==> src/rtl/mux4_rr_arbiter.sv <==
// mux4_rr_arbiter: round-robin arbiter and sequencer for a shared 4:1 data mux.
//
// One requester at a time owns the mux. The owner index drives the select
// pair {s1,s0}, and `out` is the selected data word.
//
// Optional build macro MUX4_ARB_TIMEOUT_EN: when it is defined, an owner that
// has held the grant for HOLD_MAX cycles is preempted, provided another
// requester is waiting.
//
// Ports:
//   clk, rst_n       rising-edge clock; asynchronous active-low reset
//   req[3:0]         request lines; bit n belongs to data input i<n>
//   i0..i3 [W-1:0]   requester data words
//   grant[3:0]       one-hot grant, or all zeros when idle (from flops)
//   s1, s0           mux select = owner index; holds its last value when idle
//   valid            high while a grant is active
//   out[W-1:0]       selected data word, decoded from the registered select
module mux4_rr_arbiter #(
  parameter int unsigned W        = 1,
  parameter int unsigned HOLD_MAX = 4
) (
  input  logic         clk,
  input  logic         rst_n,
  input  logic [3:0]   req,
  input  logic [W-1:0] i0,
  input  logic [W-1:0] i1,
  input  logic [W-1:0] i2,
  input  logic [W-1:0] i3,
  output logic [3:0]   grant,
  output logic         s1,
  output logic         s0,
  output logic         valid,
  output logic [W-1:0] out
);

`ifdef MUX4_ARB_TIMEOUT_EN
  localparam bit TimeoutEn = 1'b1;
`else
  localparam bit TimeoutEn = 1'b0;
`endif

  typedef enum logic [0:0] {StIdle, StGrant} state_e;

  state_e     state_q, state_d;
  logic [1:0] owner_q, owner_d;
  logic [1:0] ptr_q, ptr_d;
  logic [7:0] cnt_q, cnt_d;
  logic [3:0] others;
  logic       hold_hit;
  logic       rel;

  // Search p+1, p+2, p+3, then p (mod 4); the first set bit wins.
  function automatic logic [1:0] rr_pick(input logic [3:0] m, input logic [1:0] p);
    logic [1:0] idx;
    logic       found;
    rr_pick = p;
    found   = 1'b0;
    for (int k = 1; k <= 4; k++) begin
      idx = p + 2'(k);
      if (!found && m[idx]) begin
        rr_pick = idx;
        found   = 1'b1;
      end
    end
  endfunction

  always_comb begin
    state_d  = state_q;
    owner_d  = owner_q;
    ptr_d    = ptr_q;
    cnt_d    = cnt_q;
    others   = req & ~(4'b0001 << owner_q);
    hold_hit = (cnt_q == 8'(HOLD_MAX - 1));
    // With no competing request, a timeout never fires; the owner keeps the grant.
    rel      = !req[owner_q] || (TimeoutEn && hold_hit && (|others));
    unique case (state_q)
      StIdle: begin
        if (|req) begin
          state_d = StGrant;
          owner_d = rr_pick(req, ptr_q);
          cnt_d   = 8'd0;
        end
      end
      StGrant: begin
        if (rel) begin
          ptr_d = owner_q;
          if (|others) begin
            owner_d = rr_pick(others, owner_q);
            cnt_d   = 8'd0;
          end else begin
            state_d = StIdle;
          end
        end else if (cnt_q != 8'hff) begin
          cnt_d = cnt_q + 8'd1;
        end
      end
      default: state_d = StIdle;
    endcase
  end

  // ptr resets to 3 so that requester 0 wins the first pick.
  always_ff @(posedge clk or negedge rst_n) begin
    if (!rst_n) begin
      state_q <= StIdle;
      owner_q <= 2'd0;
      ptr_q   <= 2'd3;
      cnt_q   <= 8'd0;
    end else begin
      state_q <= state_d;
      owner_q <= owner_d;
      ptr_q   <= ptr_d;
      cnt_q   <= cnt_d;
    end
  end

  always_comb begin
    grant = (state_q == StGrant) ? (4'b0001 << owner_q) : 4'b0000;
    valid = (state_q == StGrant);
    s1    = owner_q[1];
    s0    = owner_q[0];
    unique case (owner_q)
      2'd0:    out = i0;
      2'd1:    out = i1;
      2'd2:    out = i2;
      default: out = i3;
    endcase
  end

endmodule

==> config.mk <==
export PLATFORM = sky130hd
export DESIGN_NAME = mux4_rr_arbiter
export DESIGN_NICKNAME = d
export VERILOG_FILES = /design/src/rtl/mux4_rr_arbiter.sv
export SDC_FILE = /design/constraint.sdc
export NUM_CORES = 1
export LEC_CHECK = 0
export ABC_CLOCK_PERIOD_IN_PS = 3750
export CAP_MARGIN = 40
export CORE_UTILIZATION = 47
export CTS_CLUSTER_DIAMETER = 50
export DETAILED_ROUTE_END_ITERATION = 16
export GPL_ROUTABILITY_DRIVEN = 1
export PLACE_DENSITY = 0.78
export SETUP_SLACK_MARGIN = 0.15
export SYNTH_ARGS = -nofsm -noshare
export SYNTH_HDL_FRONTEND = slang
export SYNTH_SLANG_ARGS = --single-unit
==> constraint.sdc <==
create_clock -name clk -period 3.75 [get_ports clk]
set_input_delay 0.5625 -clock clk [delete_from_list [all_inputs] [get_ports clk]]
set_output_delay 0.5625 -clock clk [all_outputs]
set_load 0.02 [all_outputs]
==> impl_metrics.yaml, run 1 <==
status:
  status: "completed"
synthesis:
  synth_top_family_by_area: "simple AND/OR/NAND/NOR gates"
  synth_top_area_share_pct: 11.0
  synth_simple_gate_area_share_pct: 30.8
  synthAdderAreaFrac_pct: 7.34
  synth_compound_area_share_pct: 30.6
  syn-cell-area_sq_um: 682
  synthTopCellsByCount: "7 x nor2_1, 5 x a2111oi_0, 5 x nand2_1, 5 x nand2b_1"
  netlist_instances: 85
  yosys.area.top_type: "dfrtp_1"
  synthXorXnorAreaFrac_pct: 0
  synth-seq-area-share_pct: 18.7
  yosys_warnings: 0
  synth_area_leaders: "dfrtp_1 11%, dfstp_2 7.7%, ha_1 7.3%"
  synth_cell_types: 39
  ys_seq_elements: 5
  yosysMostFrequentCell: "nor2_1"
  synthMuxAreaShare_pct: 7.71
  syn_nets: 99
  synth_async_sr_flop_share_pct: 100
  synth_edf_count: 0
  synth-main-ff-cell: "dfrtp_1"
  avgSynthCellArea_sq_um: 8.02
die:
  die_x_microns: 40.1
  die-area_sq_um: 1610
  pin_count: 18
  core-area_sq_um: 1320
  rows: 13
  die_h_microns: 40.1
  start_util_pct: 51.8
placed_design:
  gp_congestion: 0.897
  place_area_sq_um: 853
  dp_hpwl_microns: 1360
  io_buffers: 17
detailed_routing:
  postRouteAntennaNets: 0
  first_iter_violations: 24
  wirelength_microns: 1750
  dr.pass1.iters: 4
  vias_per_cell: 6.21
  vias: 726
  routedWlPerCell_microns: 15.0
  drc_errors: 0
clock_tree:
  insertion_delay_ns: 0.23
  clk_pin_slew_worst_paths_ns: 0.04
  cts_resized: 0
  clockBufferDepth: 2
  postCtsSetupBuffers: 0
  numCtsBuffers: 3
  cts.sinks: 5
  cts_tree: "built"
  cts-hold-fix-buffers: 0
  ctsHtreeMaxLevel: 1
  cts-root-buf: "clkbuf_4"
setup_path:
  path_max_fanout: 16
  cp-end-kind: "output port"
  crit_type: "reg2out"
  cp_data_arrival_time_ns: 2.39
  crit_required_ns: 3.19
  startpoint_type: "flip-flop"
sta:
  fmax_mhz: 339
  fin_crit_sh_pct: 78.7
  hold_viol: 0
  fin_setup_tns_ns: 0
  tightest_slew_ns: 0.823
  setup_violations: 0
  slew_headroom_pct: 44.3
  skew_ns: 0.00158
  slew_viol_final: 0
  rsz0062_at_grt: "false"
  finalCriticalPeriod_ns: 2.95
grt:
  grt_pass1_vias: 612
  grt_max_degree: 17
  antenna_found_initial: 0
  grt_usage_pct: 25.6
  grt_pass1_wl_microns: 2780
  grt_overflow: 0
cells_and_area:
  fin_util_pct: 66.8
  drive_gt1_share_pct: 8.82
  seqCellArea_sq_um: 128
  fill_cells: 116
  antenna_cells: 0
  multi_input_area_sq_um: 522
  stdcell_area_sq_um: 880
  syn_to_final_growth_pct: 29.0
  nNetsFinal: 117
power:
  p_per_area_nw_per_um2: 878
  peakVddDrop_uv: 499
  leakage_nw: 0.360
job:
  cap_violations: 0
hold_path:
  hp-class: "reg2reg"
## cells in the final DEF (no fill, tap or decap), drive strengths merged, types with 3 or more instances in the layout
cell type / n
ha: 4
a2111oi: 5
clkdlybuf4s50: 17
clkbuf: 4
nor2: 7
nor2b: 3
mux2i: 3
o21ai: 3
nor3: 3
a21o: 3
nand2b: 5
a211oi: 3
dfrtp: 3
inv: 4
nand2: 6
and2: 4
## logic make-up after synthesis
logic type / after synthesis
flops: 5
buf+inv: 8
fa+ha+maj: 4
mux: 4
simple gates: 38
compound gates: 26
## sequential cells by signal (all words and copies together), names as in the netlist
signal and cells:
owner_q 2, valid 1, ptr_q 2
## worst max-delay path, cell delays in order (launching register included)
cell and delay [ns]:
dfrtp_1 0.63, inv_1 0.22, ha_1 0.30, a222oi_1 0.34
mux2i_1 0.11, clkdlybuf4s50_1 0.55
## area by class of cell
cell class | count | share of cell area (%)
well taps | 15 | 2.13
clock buffers | 4 | 2.99
repair buffers | 17 | 19.3
flip-flops and latches | 5 | 14.5
inverters | 4 | 1.71
multi-input cells | 72 | 59.3
## metal layers
layer	up-vias	track usage, %	part of all wire, %
met5	-	0	0
met4	0	9.48	0.86
met3	3	2.22	6.3
met2	31	40.7	48
met1	326	35.6	45
li1	366	-	-
## worst paths after layout
check | from | end | slack [ns] | cells past startpoint
hold / removal | ptr_q[0]$_DFFE_PN1P_ | ptr_q[0]$_DFFE_PN1P_ | 0.52 | 2
min in group asynchronous | rst_n | owner_q[1]$_DFFE_PN0P_ | 0.55 | 1
hold reg to reg | ptr_q[0]$_DFFE_PN1P_ | ptr_q[0]$_DFFE_PN1P_ | 0.52 | 2
setup reg to reg | owner_q[1]$_DFFE_PN0P_ | owner_q[0]$_DFFE_PN0P_ | 1.17 | 7
setup / recovery | owner_q[1]$_DFFE_PN0P_ | out | 0.80 | 5
max in group asynchronous | rst_n | ptr_q[1]$_DFFE_PN1P_ | 2.96 | 1
## power by group
group	switching (mW)	total [mW]	leakage (nW)	internal (mW)
logic	0.290	0.555	0.292	0.265
registers	0.0693	0.159	0.0526	0.0893
clock network	0.0184	0.0583	0.0150	0.0400
## metrics by stage
step | power, mW | hold slack [ns] | worst slack (ns) | std cells
final | 0.772 | 0.520 | 0.798 | 117
after global routing | 0.851 | 0.569 | 0.619 | 117
after CTS | 0.771 | 0.526 | 0.790 | 117
after detailed placement | 0.708 | 0.520 | 1.05 | 113
after global placement | 0.703 | 0.510 | 1.05 | 113
after floorplan | 0.541 | 0.267 | 1.52 | 85
No activity file was read; power rests on OpenSTA's default activity.
==> inputs of run 2 (changes only) <==
- ABC_CLOCK_PERIOD_IN_PS: 3750 -> 2800
- clock period: 3.75 -> 2.8 ns (I/O delays scaled with it)
==> run 2 against run 1 <==
  * Clock skew increased by 0.0067 ns
  * Setup slack worse by 0.35 ns
  * Sequential share of layout area is 0.28 points lower
  * Utilization rose by 2.0 points
  * Via count up 6.7%
  * Flip-flop and latch count did not move
  * Clock power grew 44%
  * Final cell count grew 2.6%
  * Final area is 3.0% higher
  * Power is 40% higher
  * Register-to-register slack worse by 0.73 ns
  * Critical path type is now reg2reg
  * Critical endpoint is now owner_q[0]$_DFFE_PN0P_
  * Largest cell class unchanged
  * Highest routed layer unchanged
==> impl_metrics.yaml, run 2 (synthesis results as in run 1) <==
status:
  status: "completed"
placed_design:
  gp_congestion: 0.861
  io_buffers: 17
  place_area_sq_um: 876
  dp_hpwl_microns: 1480
detailed_routing:
  wl_met3_microns: 172
  drc_errors: 0
  vias: 775
  first_iter_violations: 40
  vias_per_cell: 6.46
  postRouteAntennaNets: 0
  top_layer: "met4"
  wirelength_microns: 1930
  dr.pass1.iters: 4
  wl_met2_microns: 931
  routedWlPerCell_microns: 16.1
  m1WireLength_microns: 783
sta:
  rsz0062_at_grt: "false"
  hold_viol: 0
  setup_violations: 0
  fin_crit_sh_pct: 84.1
  fmax_mhz: 424
  fin_setup_tns_ns: 0
  tightest_slew_ns: 0.764
  finalCriticalPeriod_ns: 2.36
  skew_ns: 0.00824
  slew_viol_final: 0
  slew_headroom_pct: 47.8
grt:
  grt_overflow: 0
  antenna_found_initial: 0
  grt_pass1_wl_microns: 2830
  grt_usage_pct: 26.4
  grt_max_degree: 15
  grt_pass1_vias: 643
clock_tree:
  cts_tree: "built"
  clk_pin_slew_worst_paths_ns: 0.05
  ctsHtreeMaxLevel: 1
  insertion_delay_ns: 0.25
  numCtsBuffers: 3
  cts-root-buf: "clkbuf_4"
  clockBufferDepth: 2
  cts.sinks: 5
  postCtsSetupBuffers: 0
cells_and_area:
  drive_gt1_share_pct: 12.4
  syn_to_final_growth_pct: 32.8
  antenna_cells: 0
  seqCellArea_sq_um: 129
  final_common_cell: "clkdlybuf4s50_1"
  layout_common_cells: "16 x clkdlybuf4s50_1, 7 x nor2_1, 5 x nand2b_1, 5 x nand2_1, 5 x a2111oi_0"
  multi_input_area_sq_um: 522
  nNetsFinal: 120
  fill_cells: 116
  stdcell_area_sq_um: 906
power:
  clock_power_share_pct: 7.8
  p_switching_mw: 0.532
  peakVddDrop_uv: 759
  p_int_mw: 0.548
  leakage_nw: 0.386
  seqPwrFrac_pct: 17.9
  switching_share_pct: 49.3
  combPwrFrac_pct: 74.3
  p_per_area_nw_per_um2: 1190
setup_path:
  cp_data_arrival_time_ns: 2.49
  startpoint_type: "flip-flop"
  worstReg2RegStart: "owner_q[0]$_DFFE_PN0P_"
  path_max_fanout: 8
  crit_required_ns: 2.94
  r2r_setup_slack_ns: 0.44
  r2r_cells: 7
  crit_type: "reg2reg"
  cp-end-kind: "flip-flop"
  critPathCapture: "owner_q[0]$_DFFE_PN0P_"
  crit_path_start: "owner_q[0]$_DFFE_PN0P_"
  reg2reg_to: "owner_q[0]$_DFFE_PN0P_"
die:
  rows: 13
  die_x_microns: 40.1
  pin_count: 18
  start_util_pct: 51.8
  core-area_sq_um: 1320
  die_h_microns: 40.1
  die-area_sq_um: 1610
job:
  cap_violations: 0
hold_path:
  hp-class: "in2async"
## run 2: cell count changes in the layout (fill, tap and decap cells not counted), sizes merged
cell           delta
dlymetal6s2s      +1
buf               +3
clkdlybuf4s50     -1
## run 2: worst min path at each step
stage	from	to	slack, ns	cells after the start
3_3_place_gp	ptr_q[0]$_DFFE_PN1P_	ptr_q[0]$_DFFE_PN1P_	0.50	2
2_1_floorplan	rst_n	owner_q[0]$_DFFE_PN0P_	0.12	0
6_report	rst_n	owner_q[1]$_DFFE_PN0P_	0.39	1
5_1_grt	rst_n	owner_q[1]$_DFFE_PN0P_	0.40	1
4_1_cts	rst_n	owner_q[1]$_DFFE_PN0P_	0.39	1
3_5_place_dp	ptr_q[0]$_DFFE_PN1P_	ptr_q[0]$_DFFE_PN1P_	0.50	2
## run 2: final cells by class
cell class | count | share of cell area (%)
clock buffer | 4 | 2.90
inverter | 4 | 1.66
multi-input combinational | 72 | 57.6
sequential | 5 | 14.2
tap | 15 | 2.07
timing repair buffer | 20 | 21.5
## run 2: metrics by stage
step / utilization [%] / std cells / total power, mW / setup slack (ns) / hold slack (ns)
2_1_floorplan: - / 85 / 0.724 / 0.568 / 0.124
3_3_place_gp: 66.5 / 116 / 0.969 / 0.425 / 0.499
3_5_place_dp: 66.5 / 116 / 0.986 / 0.345 / 0.503
4_1_cts: 68.6 / 120 / 1.08 / 0.214 / 0.386
5_1_grt: 68.8 / 120 / 1.16 / 0.312 / 0.404
6_report: 68.8 / 120 / 1.08 / 0.444 / 0.388
## run 2: worst max-delay path: stages, from the launching register on
cell      delay, ns
dfrtp_1        0.47
buf_4          0.21
ha_1           0.22
and2b_1        0.29
a21o_1         0.16
o32ai_1        0.11
or4_1          0.51
a221oi_2       0.28
## run 2: power groups by stage
stage / Combinational (mW) / Sequential (mW) / Clock, mW
floorplan: 0.552 / 0.172 / 0
global route: 0.873 / 0.200 / 0.0915
finish: 0.803 / 0.193 / 0.0841
detailed placement: 0.795 / 0.191 / 0
global placement: 0.780 / 0.189 / 0
CTS: 0.800 / 0.191 / 0.0877
## run 2: what timing repair did
action	4_1_cts	5_1_grt
gates resized for setup	1	1
pin swaps	0	0
hold buffers	0	0
cloned	0	0
endpoints found under the setup margin	1	1
## run 2: routing by layer
layer	vias up	global-route usage [%]
met1	357	34.3
li1	364	-
met5	-	0
met3	8	2.22
met4	0	12.1
met2	46	43.5
==> inputs of run 3 (changes only) <==
- ABC_CLOCK_PERIOD_IN_PS: 2800 -> 2200
- clock period: 2.8 -> 2.2 ns (I/O delays scaled with it)
==> run 3 against run 2 <==
  * Die area stayed put
  * Via count is 7.9% higher
  * Critical path depth is 1 lower
  * Worst hold slack worse by 0.070 ns
  * Clock skew is 0.0069 ns lower
  * Non-clock buffer count is 19 higher
  * Sequential share of layout area is 2.6 points lower
  * Flip-flop and latch count stayed put
  * Routed wire length is 18% higher
  * Largest cell class unchanged
  * Highest routed layer unchanged
==> impl_metrics.yaml, run 3 (synthesis results as in run 1) <==
status:
  status: "completed"
setup_path:
  crit_path_max_incr_delay_ns: 0.53
  slowest_stage: "or4_4"
  startpoint_type: "flip-flop"
  crit_required_ns: 2.34
  crit_type: "reg2reg"
  cp_data_arrival_time_ns: 2.26
  cp-end-kind: "flip-flop"
  path_cells: "ha_2 > or2b_1 > nand2_2 > o21bai_1 > or4_4 > a221oi_2"
  path_max_fanout: 7
cells_and_area:
  drive_gt1_share_pct: 40.3
  final_common_cell: "buf_4"
  antenna_cells: 0
  layout_common_cells: "22 x buf_4, 12 x clkdlybuf4s50_1, 7 x nor2_1"
  syn_to_final_growth_pct: 64.6
  nNetsFinal: 139
  fill_cells: 84
clock_tree:
  ctsHtreeMaxLevel: 1
  numCtsBuffers: 3
  cts_tree: "built"
  clockBufferDepth: 2
  cts.sinks: 5
  insertion_delay_ns: 0.24
  cts-root-buf: "clkbuf_4"
  clk_pin_slew_worst_paths_ns: 0.04
detailed_routing:
  first_iter_violations: 29
  dr.pass1.iters: 6
  vias_per_cell: 6.01
  postRouteAntennaNets: 0
  vias: 836
  wirelength_microns: 2290
  drc_errors: 0
  routedWlPerCell_microns: 16.4
die:
  rows: 13
  start_util_pct: 51.8
  die-area_sq_um: 1610
  die_x_microns: 40.1
  die_h_microns: 40.1
  pin_count: 18
  core-area_sq_um: 1320
power:
  peakVddDrop_uv: 1080
  power_mw: 1.64
  p_per_area_nw_per_um2: 1460
  leakage_nw: 0.495
grt:
  grtUsageMet1_pct: 37.9
  grt.met3_usage_pct: 8.89
  grt_usage_pct: 31.2
  grt_max_degree: 15
  gr-usage-met2_pct: 51.6
  grt_busiest_layer: "met2"
  grt_pass1_vias: 738
  grt_pass1_wl_microns: 3280
  antenna_found_initial: 0
  grt_overflow: 0
placed_design:
  gp_congestion: 0.950
  io_buffers: 17
  dp_hpwl_microns: 1730
  dp_slack_ns: -0.0870
sta:
  setup_violations: 0
  slew_headroom_pct: 66.8
  fmax_mhz: 472
  rsz0062_at_grt: "true"
  hold_viol: 0
  finalCriticalPeriod_ns: 2.12
  tightest_slew_ns: 0.495
  fin_crit_sh_pct: 96.3
  skew_ns: 0.00139
  worst_slack_ns: 0.0813
  slew_viol_final: 0
hold_path:
  hp-class: "in2async"
job:
  cap_violations: 0
## run 3: changes by cell type in the layout (fill, tap and decap cells not counted), moves of 2 or more
cell / delta
a2111oi_2: +3
ha_2: +2
clkdlybuf4s50_1: -4
dlygate4sd2_1: +3
nand2b_1: -2
a2111oi_0: -4
inv_1: -2
inv_4: +2
buf_4: +19
ha_1: -3
## run 3: per-stage QoR
step / hold WS, ns / TNS (ns) / utilization, % / area (sq um) / cells
after floorplan: 0.0344 / 0 / - / 716 / 85
after global placement: 0.502 / -0.00598 / 77.1 / 1020 / 131
after detailed placement: 0.505 / -0.142 / 77.1 / 1020 / 131
after CTS: 0.319 / 0 / 80.2 / 1060 / 136
after global routing: 0.332 / 0 / 85.2 / 1120 / 139
final: 0.318 / 0 / 85.2 / 1120 / 139
## run 3: area by class of cell
cell class | count | area (sq um) | area share (%)
Tap cell | 15 | 18.8 | 1.67
Inverter | 4 | 20.0 | 1.78
Timing Repair Buffer | 39 | 329 | 29.3
Clock buffer | 4 | 26.3 | 2.34
Sequential cell | 5 | 130 | 11.6
Multi-Input combinational cell | 72 | 598 | 53.3
## run 3: per-layer routing
metal	part of all wire, %	up-vias
li1	-	406
met1	44	381
met2	46	39
met3	6.6	10
met4	3.1	0
met5	0	-
## run 3: repair_timing
action	4_1_cts	5_1_grt
hold endpoints to repair	0	0
hold buffers	0	0
pin swaps	0	2
buffers inserted	1	3
gates resized for setup	8	15
setup endpoints to repair	6	4
## run 3: power breakdown
| group | switching (mW) | internal, mW | leakage [nW] |
|---|---|---|---|
| Combinational | 0.648 | 0.628 | 0.429 |
| Clock | 0.0372 | 0.0685 | 0.0150 |
| Sequential | 0.105 | 0.157 | 0.0509 |
| Total | 0.790 | 0.854 | 0.495 |
## run 3: final timing paths
path | startpoint | to | slack, ns | cells after the start
max | owner_q[1]$_DFFE_PN0P_ | owner_q[0]$_DFFE_PN0P_ | 0.08 | 6
min | rst_n | valid$_DFF_PN0_ | 0.32 | 1
max reg2reg | owner_q[1]$_DFFE_PN0P_ | owner_q[0]$_DFFE_PN0P_ | 0.08 | 6
min reg2reg | ptr_q[0]$_DFFE_PN1P_ | ptr_q[0]$_DFFE_PN1P_ | 0.51 | 2
max in group asynchronous | rst_n | ptr_q[1]$_DFFE_PN1P_ | 1.62 | 1
min in group clk | ptr_q[0]$_DFFE_PN1P_ | ptr_q[0]$_DFFE_PN1P_ | 0.51 | 2
## run 3: critical path: cells and delay by family (launching register included)
family / cells / cell delay, ns
AO/OA/AOI/OAI: 2 / 0.36
adder cells (fa/ha/maj): 1 / 0.25
flip-flops: 1 / 0.47
AND/OR/NAND/NOR: 3 / 0.94
